[src/rtl/skinny_ctrl_pkg.sv]
// ---------------------------------------------------------------------------
// skinny_ctrl_pkg
// Shared definitions for the SKINNY SubCells controller. It holds:
//   - the controller FSM state type,
//   - the number of state bytes handled per pass,
//   - the tap mask and default seed of the 64-bit Fibonacci LFSR,
//   - a one-step LFSR update function.
// The LFSR is used only when SKINNY_INT_PRNG_EN is defined.
// ---------------------------------------------------------------------------
package skinny_ctrl_pkg;

    typedef enum logic [1:0] {
        IDLE  = 2'd0,
        FEED  = 2'd1,
        DRAIN = 2'd2,
        FIN   = 2'd3
    } ctrl_state_e;

    localparam int          NUM_BYTES    = 8;
    // Feedback taps are bits 63, 62, 60 and 59.
    localparam logic [63:0] LFSR_TAPS    = 64'hD800_0000_0000_0000;
    localparam logic [63:0] DEFAULT_SEED = 64'hA5A5_5A5A_0F0F_F0F0;

    // Shift left by one and place the XOR of the tapped bits in bit 0.
    function automatic logic [63:0] lfsr_next(input logic [63:0] s);
        return {s[62:0], ^(s & LFSR_TAPS)};
    endfunction

endpackage

[src/rtl/skinny_prng64.sv]
// ---------------------------------------------------------------------------
// skinny_prng64
// 64-bit Fibonacci LFSR that supplies fresh randomness to the masked
// two-sbox stage. It is instantiated by the top only when
// SKINNY_INT_PRNG_EN is defined.
// Ports:
//   clk     in   1   rising-edge clock
//   rst_i   in   1   asynchronous active-low reset; loads SEED_RST
//   i_load  in   1   load i_seed. This takes priority over i_adv.
//   i_seed  in  64   value loaded on i_load
//   i_adv   in   1   advance the register by one step
//   o_state out 64   current LFSR contents
// ---------------------------------------------------------------------------
module skinny_prng64
    import skinny_ctrl_pkg::*;
#(
    parameter logic [63:0] SEED_RST = DEFAULT_SEED
) (
    input  logic        clk,
    input  logic        rst_i,
    input  logic        i_load,
    input  logic [63:0] i_seed,
    input  logic        i_adv,
    output logic [63:0] o_state
);

    logic [63:0] r_lfsr;

    always_ff @(posedge clk or negedge rst_i) begin
        if (!rst_i) begin
            r_lfsr <= SEED_RST;
        end else if (i_load) begin
            r_lfsr <= i_seed;
        end else if (i_adv) begin
            r_lfsr <= lfsr_next(r_lfsr);
        end
    end

    assign o_state = r_lfsr;

endmodule

[src/rtl/skinny_sub_cells_ctrl.sv]
// ---------------------------------------------------------------------------
// skinny_sub_cells_ctrl
// Sequences one masked SubCells pass over a three-share, 16-nibble state.
// - It sends one byte (two nibbles) per cycle to an external masked
//   two-sbox stage whose latency is SBOX_LAT.
// - It collects the returned byte shares into res1/2/3.
// - The three share paths are never combined.
// Ports:
//   clk, rst_i                   clock and asynchronous active-low reset
//   start / busy / done          pass request, pass in progress, result-valid pulse
//   state1..3     in  64         input shares
//   res1..3       out 64         substituted output shares
//   sbox_in1..3   out  8         byte shares to the two-sbox stage; zero outside FEED
//   sbox_r        out 64         fresh randomness to the stage; zero outside FEED
//   sbox_out1..3  in   8         byte shares returned by the stage
//   rnd_i         in  64         external randomness (default build)
//   seed_i        in  64         LFSR seed (only with SKINNY_INT_PRNG_EN)
// Build option:
//   When the macro SKINNY_INT_PRNG_EN is defined, an internal LFSR generates
//   the randomness. In that build, rnd_i is replaced by seed_i.
// ---------------------------------------------------------------------------
module skinny_sub_cells_ctrl
    import skinny_ctrl_pkg::*;
#(
    parameter int          SBOX_LAT = 3,
    parameter logic [63:0] SEED_RST = DEFAULT_SEED
) (
    input  logic        clk,
    input  logic        rst_i,
    input  logic        start,
    output logic        busy,
    output logic        done,
    input  logic [63:0] state1,
    input  logic [63:0] state2,
    input  logic [63:0] state3,
    output logic [63:0] res1,
    output logic [63:0] res2,
    output logic [63:0] res3,
    output logic [7:0]  sbox_in1,
    output logic [7:0]  sbox_in2,
    output logic [7:0]  sbox_in3,
    output logic [63:0] sbox_r,
    input  logic [7:0]  sbox_out1,
    input  logic [7:0]  sbox_out2,
    input  logic [7:0]  sbox_out3,
`ifdef SKINNY_INT_PRNG_EN
    input  logic [63:0] seed_i
`else
    input  logic [63:0] rnd_i
`endif
);

    ctrl_state_e         r_state, w_next;
    logic [63:0]         r_sh1, r_sh2, r_sh3;
    logic [63:0]         r_res1, r_res2, r_res3;
    logic [2:0]          r_issue, r_cap;
    logic [SBOX_LAT-1:0] r_vld;
    logic                w_accept, w_feed, w_cap, w_last_cap;
    logic [63:0]         w_rnd;

    assign w_accept   = (r_state == IDLE) && start;
    assign w_feed     = (r_state == FEED);
    // The oldest valid bit marks a returned byte that can be captured this cycle.
    assign w_cap      = r_vld[SBOX_LAT-1];
    assign w_last_cap = w_cap && (r_cap == 3'(NUM_BYTES - 1));

    always_comb begin
        w_next   = r_state;
        busy     = (r_state != IDLE);
        done     = 1'b0;
        sbox_in1 = '0;
        sbox_in2 = '0;
        sbox_in3 = '0;
        case (r_state)
            IDLE:  if (start) w_next = FEED;
            FEED: begin
                sbox_in1 = r_sh1[{r_issue, 3'b000} +: 8];
                sbox_in2 = r_sh2[{r_issue, 3'b000} +: 8];
                sbox_in3 = r_sh3[{r_issue, 3'b000} +: 8];
                if (r_issue == 3'(NUM_BYTES - 1)) w_next = DRAIN;
            end
            DRAIN: if (w_last_cap) w_next = FIN;
            FIN: begin
                done   = 1'b1;
                w_next = IDLE;
            end
            default: w_next = IDLE;
        endcase
    end

    always_ff @(posedge clk or negedge rst_i) begin
        if (!rst_i) begin
            r_state <= IDLE;
            r_sh1   <= '0;
            r_sh2   <= '0;
            r_sh3   <= '0;
            r_res1  <= '0;
            r_res2  <= '0;
            r_res3  <= '0;
            r_issue <= '0;
            r_cap   <= '0;
            r_vld   <= '0;
        end else begin
            r_state <= w_next;
            if (w_accept) begin
                r_sh1 <= state1;
                r_sh2 <= state2;
                r_sh3 <= state3;
            end
            // Both counters wrap to 0 after byte 7, so they are ready for the next pass.
            if (w_feed) begin
                r_issue <= r_issue + 3'd1;
            end
            r_vld[0] <= w_feed;
            for (int i = 1; i < SBOX_LAT; i++) begin
                r_vld[i] <= r_vld[i-1];
            end
            if (w_cap) begin
                r_res1[{r_cap, 3'b000} +: 8] <= sbox_out1;
                r_res2[{r_cap, 3'b000} +: 8] <= sbox_out2;
                r_res3[{r_cap, 3'b000} +: 8] <= sbox_out3;
                r_cap <= r_cap + 3'd1;
            end
        end
    end

`ifdef SKINNY_INT_PRNG_EN
    skinny_prng64 #(
        .SEED_RST (SEED_RST)
    ) u_prng (
        .clk     (clk),
        .rst_i   (rst_i),
        .i_load  (w_accept && (seed_i != '0)),
        .i_seed  (seed_i),
        .i_adv   (w_feed),
        .o_state (w_rnd)
    );
`else
    // In this build the seed parameter has no consumer.
    logic w_unused_seed;
    assign w_unused_seed = ^SEED_RST;
    assign w_rnd         = rnd_i;
`endif

    assign sbox_r = w_feed ? w_rnd : '0;
    assign res1   = r_res1;
    assign res2   = r_res2;
    assign res3   = r_res3;

endmodule
[config.mk]
export PLATFORM = sky130hd
export DESIGN_NAME = skinny_sub_cells_ctrl
export DESIGN_NICKNAME = d
export VERILOG_FILES = /design/src/rtl/skinny_ctrl_pkg.sv /design/src/rtl/skinny_prng64.sv /design/src/rtl/skinny_sub_cells_ctrl.sv
export SDC_FILE = /design/constraint.sdc
export NUM_CORES = 1
export LEC_CHECK = 0
export ABC_AREA = 1
export BUFFER_PORTS_ARGS = -buffer_cell sky130_fd_sc_hd__buf_2
export CORE_AREA = 2 2 217 219
export CTS_BUF_LIST = sky130_fd_sc_hd__clkbuf_2 sky130_fd_sc_hd__clkbuf_4 sky130_fd_sc_hd__clkbuf_8
export DETAILED_ROUTE_END_ITERATION = 8
export DIE_AREA = 0 0 219 221
export PLACE_DENSITY = 0.76
export SLEW_MARGIN = 0
export SYNTH_ARGS = -nofsm -noshare
export SYNTH_HDL_FRONTEND = slang
export SYNTH_SLANG_ARGS = --single-unit
[constraint.sdc]
create_clock -name clk -period 5.24 [get_ports clk]
set_input_delay 1.048 -clock clk [delete_from_list [all_inputs] [get_ports clk]]
set_output_delay 1.048 -clock clk [all_outputs]
set_load 0.01 [all_outputs]
Yosys cells after proc, flatten, opt, wreduce, memory -nomap -nowiden
Index checks and enable logic that the tools add are counted.
{ "word_totals": {"output_inout_bits": 282, "latchBits": 0, "regBits": 395, "mem_bits_rw": 0, "memories": 0, "elab_cells": 45, "mem_bits_ro": 0, "input_bits": 283} }
{ "op_classes": {"n_reduce_logical": 5, "n_shift": 7, "n_eq_ne": 8, "n_lt_le_gt_ge": 0, "n_bitwise": 0, "n_mux": 12, "add_sub_neg": 3, "div_mod_pow": 0, "n_mul": 0} }
{ "op_table": {"columns": ["operator", "count"], "rows": [
  ["$bwmux 64", 3],
  ["$shiftx 64x7->8", 3],
  ["$shiftx 8x8->64", 3],
  ["$mux 64", 1],
  ["$shift 8x8->64 const A", 1],
  ["$mux 8", 3],
  ["$neg 6->8", 1],
  ["$pmux 2 s4", 1],
  ["$add 3x1->3 const B", 2],
  ["$eq 3x3->1 const B", 2],
  ["$mux 2", 3],
  ["$eq 2x2->1 const B", 2],
  ["$ne 2x2->1 const B", 2],
  ["$reduce_and 3->1", 1],
  ["$eq 2x1->1 const B", 1],
  ["$logic_and 1x1->1", 2],
  ["$logic_not 2->1", 1],
  ["$ne 2x1->1 const B", 1],
  ["$reduce_bool 2->1", 1],
  ["$mux 1", 1]
]} }

Depth between registers and ports, before layout
Gate-level depths: netlist of the first run.
{ "logic_depth": {"word_depth": 4, "depth_mapped": 12, "depth_no_buf": 9} }

Worst setup path before layout of the first run
Ideal clock, no wire load.
{ "synth_timing": {"kind": "register -> output", "from": "reg r_state[1]", "to": "out sbox_in1[0]", "path_stages_with_launch": 7, "n_path_buf": 2, "path_slack_ns": 2.729, "required_ns": 4.192, "arrival_time_ns": 1.463, "cell_sequence": "dfrtp_1 -> inv_1 -> ha_1 -> clkbuf_1 -> clkbuf_1 -> nand2_1 -> nor2_1"} }
{ "synth_between": {"elab_chain_len": 2} }
{ "synth_lines": {"columns": ["element", "line_no", "rtl"], "rows": [
  ["start, declared", "skinny_sub_cells_ctrl.sv:53", "ctrl_state_e r_state, w_next;"],
  ["start signal, assigned", "skinny_sub_cells_ctrl.sv:104", "r_state <= w_next;"],
  ["$eq 2x1->1", null, null],
  ["net w_feed", "skinny_sub_cells_ctrl.sv:58", "logic w_accept, w_feed, w_cap, w_last_cap;"],
  ["$mux 8", "skinny_sub_cells_ctrl.sv:74", "case (r_state)"],
  ["end, declared", "skinny_sub_cells_ctrl.sv:39", "output logic [7:0] sbox_in1,"]
]} }
The timed path passes the listed nets, and every way through them passes these cells.

Final worst setup path of the first run
{ "layout_timing": {"from": "reg r_issue[0]", "to": "out sbox_in3[7]"} }
{ "layout_between": {"elab_chain_len": 2} }
{ "layout_lines": {"columns": ["element", "line_no", "rtl"], "rows": [
  ["start, declared", "skinny_sub_cells_ctrl.sv:56", "logic [2:0] r_issue, r_cap;"],
  ["start signal, assigned", "skinny_sub_cells_ctrl.sv:112", "r_issue <= r_issue + 3'd1;"],
  ["$shiftx 64x7->8", "skinny_sub_cells_ctrl.sv:79", "sbox_in3 = r_sh3[{r_issue, 3'b000} +: 8];"],
  ["$mux 8", "skinny_sub_cells_ctrl.sv:74", null],
  ["end, declared", "skinny_sub_cells_ctrl.sv:41", "output logic [7:0] sbox_in3,"]
]} }
No other way between the ends.

==> reports/results.tsv, run 1 <==
stage	metric	value	unit
clocking	clk sinks	395	
power_and_ir_drop	total power draw	14550	uW
yosys	async set or reset register ratio after synthesis	100.0	%
grt	global-route wire length before repair	94750	microns
die	height of the die	221	microns
run	Max-Cap Viols	0	
yosys	Yosys reg bits	395	
yosys	Synth Warn #	0	
die	Die ar.	0.04840	sq mm
routing	vias per cell	4.866	
clocking	# hold bufs at CTS	0	
power_and_ir_drop	Lkg Pwr	0.01333	uW
routing	DR WL/cell	17.53	microns
worst_setup_path	slowest cell on the critical path	clkinv_2	
clocking	setup bufs post-CTS	0	
final_layout	most common cell after layout, fill and taps aside	nand2_1	
grt	initial antenna violation count	33	
yosys	syn nets	2651	
sta	max frequency	247.9	MHz
worst_setup_path	CP cell instances	clkinv_2 > buf_4 > nand2_1 > nand3_1 > nand3_1 > nand2_1 > nor2_1 > buf_2	
sta	Slew @ Worst Pin	1.210	ns
sta	final setup fails	0	
die	io pins	565	
yosys	sequential share of the synthesized area	54.21	%
final_layout	final net count	3171	
clocking	clk root buf	clkbuf_8	
grt	vias in the first global route	16611	
worst_setup_path	Crit path max-delay family	buffers and inverters	
sta	max-slew violations	0	
yosys	Synth Cell Area	0.01823	sq mm
worst_setup_path	Largest stage delay, worst path	0.57	ns
yosys	Gate Count Post-Synth	2355	
worst_setup_path	Critical Path Sink Type	output pin	
die	Rows	79	
yosys	Post-synth EDFFs	0	
sta	worst relative slew slack	19.15	%
die	Initial Utilization	39.59	%
routing	# DRC	0	
die	Die Wd	219	microns
placed_design	dpl hpwl	44970	microns
sta	RSZ-0062 raised after global routing	false	
clocking	CTS Buf Count	69	
grt	all-layer global routing usage	25.53	%
clocking	clock slew seen by the registers of the worst setup and hold paths	0.06	ns
routing	initial DRC count	1391	
worst_setup_path	Critical Path AT	2.99	ns
min_path	worst hold-check path type	flip-flop to flip-flop	
yosys	Synth Area per Inst	7.743	sq um
placed_design	PortBufs	564	
final_layout	commonest cells after routing, fill and taps aside	nand2_1 (801), buf_2 (563), dfrtp_1 (392)	
grt	pin count of the biggest net entering global routing	111	
run_status	status	completed	
worst_setup_path	crit path max fanout	49	
routing	Initial DRT Pass Iterations	6	
worst_setup_path	critical path required time	4.19	ns
final_layout	post-route cell area	0.02295	sq mm
yosys	largest area contributor in the netlist	dfrtp_1	
clocking	Max Buffers Root-to-Sink	3	
power_and_ir_drop	Pwr Density	633.9	mW/mm^2
final_layout	# fillers	4513	
final_layout	share of layout cells above drive strength 1	25.71	%
yosys	Synth cell types	27	
sta	final hold vios	0	
worst_setup_path	CP Launch Type	flip-flop	
clocking	PostCTS Resize Cnt	0	
routing	Vias	17329	
yosys	Area contributors post-synth	dfrtp_1 (54%), nand2_1 (17%), inv_1 (6.1%)	
sta	clock skew	0.01471	ns
grt	Congestion Overflow GR	0	
final_layout	area grow syn2layout	25.88	%
power_and_ir_drop	maximum VDD drop	0.0003297	V
yosys	top cell type's share of synthesized area	54.21	%
die	core footprint	0.04606	sq mm
sta	crit path time final	4.034	ns
clocking	Clk Latency, worst-skew pair	0.63	ns
clocking	htree depth	3	
worst_setup_path	CP Buf/Inv Count	3	
clocking	CTS tree	yes	
routing	routed wire length	62440	microns
routing	ANT nets after route	0	
placed_design	Area after DPL	0.02144	sq mm
sta	final setup TNS	0	ns
placed_design	routability congestion estimate	0.9597	
yosys	Most used DFF post-synth	dfrtp_1	
worst_setup_path	Setup CP Type	flip-flop to output pin	
sta	final period utilization	76.98	%
report_power, final:
group          total (uW)  internal (uW)  switching [uW]  leakage, uW
combinational        6410           2150            4260      0.00801
sequential           5170           4470             706      0.00456
clock                2960           1650            1320     0.000757
total               14600           8270            6280       0.0133
per-stage QoR:
step	hold slack [ns]	util, %	cells	setup WS [ns]
floorplan	0.3312	-	2355	2.729
global placement	0.3336	46.54	3411	1.905
detailed placement	0.3356	46.54	3411	1.894
CTS	0.3492	49.67	3532	1.171
global route	0.3543	49.79	3554	1.013
finish	0.3460	49.83	3561	1.206
state kept, by name (all words and copies together), names as in the netlist:
signal and count:
r_cap 3, r_issue 3, r_sh1 64, r_sh2 64, r_sh3 64, r_state 2, r_vld 3, res1 64
res2 64, res3 64
path summary, 6_finish.rpt:
path / start / to / slack [ns] / cells past startpoint
min in group asynchronous: rst_i / res2[49] / 0.45 / 1
worst max-delay path: r_issue[0] / sbox_in3[7] / 1.21 / 8
worst min-delay path: r_vld[1] / r_vld[2] / 0.35 / 0
worst max register to register: r_cap[0] / res3[0] / 2.16 / 9
max in group asynchronous: rst_i / r_sh2[48] / 3.74 / 2
worst min register to register: r_vld[1] / r_vld[2] / 0.35 / 0
worst reg2reg max path: cells and delay by family, from the launching register on:
kind	cells	cell delay (ns)
simple gates	4	1.04
flops	1	0.47
buf+inv	3	0.82
compound gates	1	0.10
fa+ha+maj	1	0.50
cells by family (layout without fill, tap and decap cells):
logic type | count (synthesis) | in the layout | share of synthesized area [%]
other cells | 0 | 29 | 0
compound gates | 246 | 246 | 6.766
buf+inv | 436 | 1006 | 9.669
fa+ha+maj | 13 | 13 | 0.8921
flops | 395 | 395 | 54.21
mux | 1 | 1 | 0.06175
simple gates | 1262 | 1262 | 28.31
xor+xnor | 2 | 2 | 0.09609
per-layer routing:
metal	up-vias	global-route usage [%]	routed length (microns)
met5	-	0	35
met4	6	14.78	3704
met3	178	5.746	5588
met2	855	42.56	29610
met1	8052	30.17	23500
li1	8238	-	-
cells in the mapped netlist (all sizes together) (2+ instances only):
| cell | instances |
|---|---|
| buf | 75 |
| dfrtp | 395 |
| ha | 13 |
| clkbuf | 60 |
| nand3 | 125 |
| nor2 | 274 |
| o21ai | 52 |
| inv | 301 |
| nor3 | 52 |
| a21oi | 193 |
| nand2 | 809 |
| xor2 | 2 |
area by class of cell:
type	instances	area, sq um	share of cell area, %
repair buffers	584	3045	13.27
clock buffers	107	1354	5.898
flip-flops and latches	395	9891	43.09
clock inverters	14	90.09	0.3925
diodes	29	72.57	0.3162
well taps	607	759.5	3.309
multi-input cells	1524	6606	28.78
inverters	301	1134	4.939
Power figures use the tool's default switching activity.
==> inputs of run 2 (changes only) <==
--- a/config.mk
+++ b/config.mk
@@ -7,10 +7,10 @@
 export LEC_CHECK = 0
 export ABC_AREA = 1
 export BUFFER_PORTS_ARGS = -buffer_cell sky130_fd_sc_hd__buf_2
-export CORE_AREA = 2 2 217 219
+export CORE_AREA = 2 2 223 225
 export CTS_BUF_LIST = sky130_fd_sc_hd__clkbuf_2 sky130_fd_sc_hd__clkbuf_4 sky130_fd_sc_hd__clkbuf_8
 export DETAILED_ROUTE_END_ITERATION = 8
-export DIE_AREA = 0 0 219 221
+export DIE_AREA = 0 0 225 227
 export PLACE_DENSITY = 0.76
 export SLEW_MARGIN = 0
 export SYNTH_ARGS = -nofsm -noshare
==> constraint.sdc (replaced) <==
create_clock -name clk -period 3.3 [get_ports clk]
set_input_delay 0.66 -clock clk [delete_from_list [all_inputs] [get_ports clk]]
set_output_delay 0.66 -clock clk [all_outputs]
set_load 0.01 [all_outputs]
==> run 2 against run 1 <==
Against the previous run:
- total power increased by 63%
- largest power group unchanged
- setup slack got worse by 0.98 ns
- critical path type unchanged
- largest cell class unchanged
- clock-buffer cell count unchanged
- sequential share of layout area decreased by 0.73 points
- hold slack got worse by 0.30 ns
- final area increased by 1.7%
- critical path depth decreased by 1
- clock power increased by 69%
==> reports/results.tsv, run 2 (synthesis gave the netlist of run 1 again) <==
stage	metric	value	unit	change
run_status	status	completed		unchanged
power_and_ir_drop	Clk network pwr share	21.0	%	was 20.4%
final_layout	commonest cells after routing, fill and taps aside	nand2_1 (801), buf_2 (563), dfrtp_1 (392)		unchanged
sta	clock skew	0.03556	ns	was 0.01471 ns
sta	max frequency	325.1	MHz	
routing	WL met2	30340	microns	was 29610 microns
final_layout	final net count	3196		was 3171
die	Die Wd	225	microns	was 219 microns
routing	vias per cell	4.889		was 4.866
power_and_ir_drop	Switching Share	42.59	%	was 43.16%
power_and_ir_drop	Pint	13630	uW	was 8271 uW
placed_design	routability congestion estimate	0.9900		was 0.9597
worst_setup_path	CP dominant cell by count	nor2_1		
die	io pins	565		unchanged
final_layout	final std cells w/o fill	3591		was 3561
sta	worst relative slew slack	48.37	%	was 19.15%
run	Max-Cap Viols	0		unchanged
power_and_ir_drop	sequential share of power	34.5	%	was 35.6%
worst_setup_path	CP Buf/Inv Count	3		unchanged
worst_setup_path	critical path required time	2.64	ns	was 4.19 ns
grt	pin count of the biggest net entering global routing	90		was 111
power_and_ir_drop	Pwr Density	1017	mW/mm^2	was 633.9 mW/mm^2
sta	max-slew violations	0		unchanged
routing	ANT nets after route	0		unchanged
sta	Slew @ Worst Pin	0.7744	ns	was 1.210 ns
grt	vias in the first global route	16745		was 16611
die	Rows	81		was 79
final_layout	most common cell after layout, fill and taps aside	nand2_1		unchanged
grt	initial antenna violation count	43		was 33
die	height of the die	227	microns	was 221 microns
sta	final period utilization	93.22	%	
grt	Congestion Overflow GR	0		unchanged
min_path	worst hold-check path type	input pin to async pin		was flip-flop to flip-flop
sta	RSZ-0062 raised after global routing	false		unchanged
worst_setup_path	Crit path max-delay family	buffers and inverters		unchanged
clocking	clk root buf	clkbuf_8		unchanged
die	Initial Utilization	37.56	%	was 39.59%
routing	routed wire length	63940	microns	was 62440 microns
grt	all-layer global routing usage	24.75	%	was 25.53%
clocking	CTS tree	yes		unchanged
routing	Initial DRT Pass Iterations	7		was 6
die	Die ar.	0.05108	sq mm	was 0.04840 sq mm
routing	routed length on met1	24040	microns	was 23500 microns
worst_setup_path	slowest cell on the critical path	dfrtp_2		was clkinv_2
clocking	CTS Buf Count	70		was 69
routing	initial DRC count	1482		was 1391
worst_setup_path	CP Launch Type	flip-flop		unchanged
placed_design	PortBufs	564		unchanged
sta	final setup fails	0		unchanged
placed_design	Inst Count DP	3449		was 3411
clocking	clock slew seen by the registers of the worst setup and hold paths	0.06	ns	about the same
worst_setup_path	Largest stage delay, worst path	0.51	ns	was 0.57 ns
worst_setup_path	crit path max fanout	32		was 49
power_and_ir_drop	Lkg Pwr	0.01353	uW	was 0.01333 uW
clocking	htree depth	3		unchanged
sta	final hold vios	0		unchanged
worst_setup_path	Critical Path AT	2.42	ns	was 2.99 ns
power_and_ir_drop	combinational power share	44.5	%	was 44.1%
power_and_ir_drop	maximum VDD drop	0.0005375	V	was 0.0003297 V
final_layout	share of layout cells above drive strength 1	26.30	%	was 25.71%
clocking	# hold bufs at CTS	0		unchanged
worst_setup_path	CP cell instances	inv_2 > buf_12 > nand3_1 > nand2_1 > nor2_1 > nor2_1 > buf_2		was clkinv_2 > buf_4 > nand2_1 > nand3_1 > nand3_1 > nand2_1 > nor2_1 > buf_2
routing	Vias	17557		was 17329
power_and_ir_drop	Switching Power	10110	uW	was 6279 uW
routing	met3 wire len	6448	microns	was 5588 microns
final_layout	area grow syn2layout	28.06	%	was 25.88%
clocking	Max Buffers Root-to-Sink	3		unchanged
routing	DR WL/cell	17.81	microns	was 17.53 microns
clocking	Clk Latency, worst-skew pair	0.65	ns	was 0.63 ns
grt	global-route wire length before repair	96280	microns	was 94750 microns
routing	DR top layer	met5		unchanged
worst_setup_path	Critical Path Sink Type	output pin		unchanged
die	core footprint	0.04855	sq mm	was 0.04606 sq mm
worst_setup_path	Setup CP Type	flip-flop to output pin		unchanged
sta	final setup TNS	0	ns	unchanged
clocking	clk sinks	395		unchanged
sta	crit path time final	3.076	ns	
routing	# DRC	0		unchanged
placed_design	dpl hpwl	46780	microns	was 44970 microns
## run 2: worst paths after layout
kind                                  from          end  slack, ns  cells after the start
worst max-delay path            r_issue[1]  sbox_in2[0]       0.22                      7
worst max register to register    r_cap[0]     res1[54]       0.69                     10
worst min-delay path                 rst_i     res2[35]       0.05                      1
worst min register to register    r_vld[1]     r_vld[2]       0.35                      0
min in group clk                state2[35]    r_sh2[35]       0.26                      3
max in group asynchronous            rst_i     res3[14]       2.33                      2
## run 2: power groups by stage
| stage | Clock [uW] | Combinational [uW] | Sequential [uW] |
|---|---|---|---|
| 2_1_floorplan | 0 | 6170 | 8460 |
| 3_3_place_gp | 0 | 10300 | 8210 |
| 3_5_place_dp | 0 | 10400 | 8250 |
| 4_1_cts | 5100 | 10600 | 8170 |
| 5_1_grt | 5320 | 11800 | 8420 |
| 6_report | 4990 | 10600 | 8190 |
## run 2: what timing repair did
item,4_1_cts,5_1_grt
endpoints found under the setup margin,2,1
buffers inserted,1,0
gates resized for setup,2,2
gates cloned,0,0
## run 2: area by class of cell
type	count	area (sq um)
Antenna cell	22	55.05
Clock buffer	107	1348
Clock inverter	12	185.2
Fill cell	4693	25200
Inverter	301	1137
Multi-Input combinational cell	1524	6614
Sequential cell	395	9891
Tap cell	622	778.2
Timing Repair Buffer	608	3342
## run 2: layer usage
layer / vias to the layer above / global-route usage [%]
met5: - / 0
met4: 14 / 13.33
met3: 187 / 6.995
met2: 882 / 40.89
met1: 8183 / 29.34
li1: 8291 / -
## run 2: through the flow
stage | power [uW] | worst slack, ns | util, % | hold WS (ns) | area [sq um]
after global placement | 18460 | 0.3561 | 44.78 | 0.3314 | 21740
after detailed placement | 18700 | 0.3463 | 44.78 | 0.3365 | 21740
after global routing | 25530 | 0.06010 | 48.07 | 0.06317 | 23330
after CTS | 23830 | 0.06326 | 47.97 | 0.02674 | 23290
after floorplan | 14620 | 0.9848 | - | 0.3312 | 18230
final | 23740 | 0.2236 | 48.10 | 0.04560 | 23350
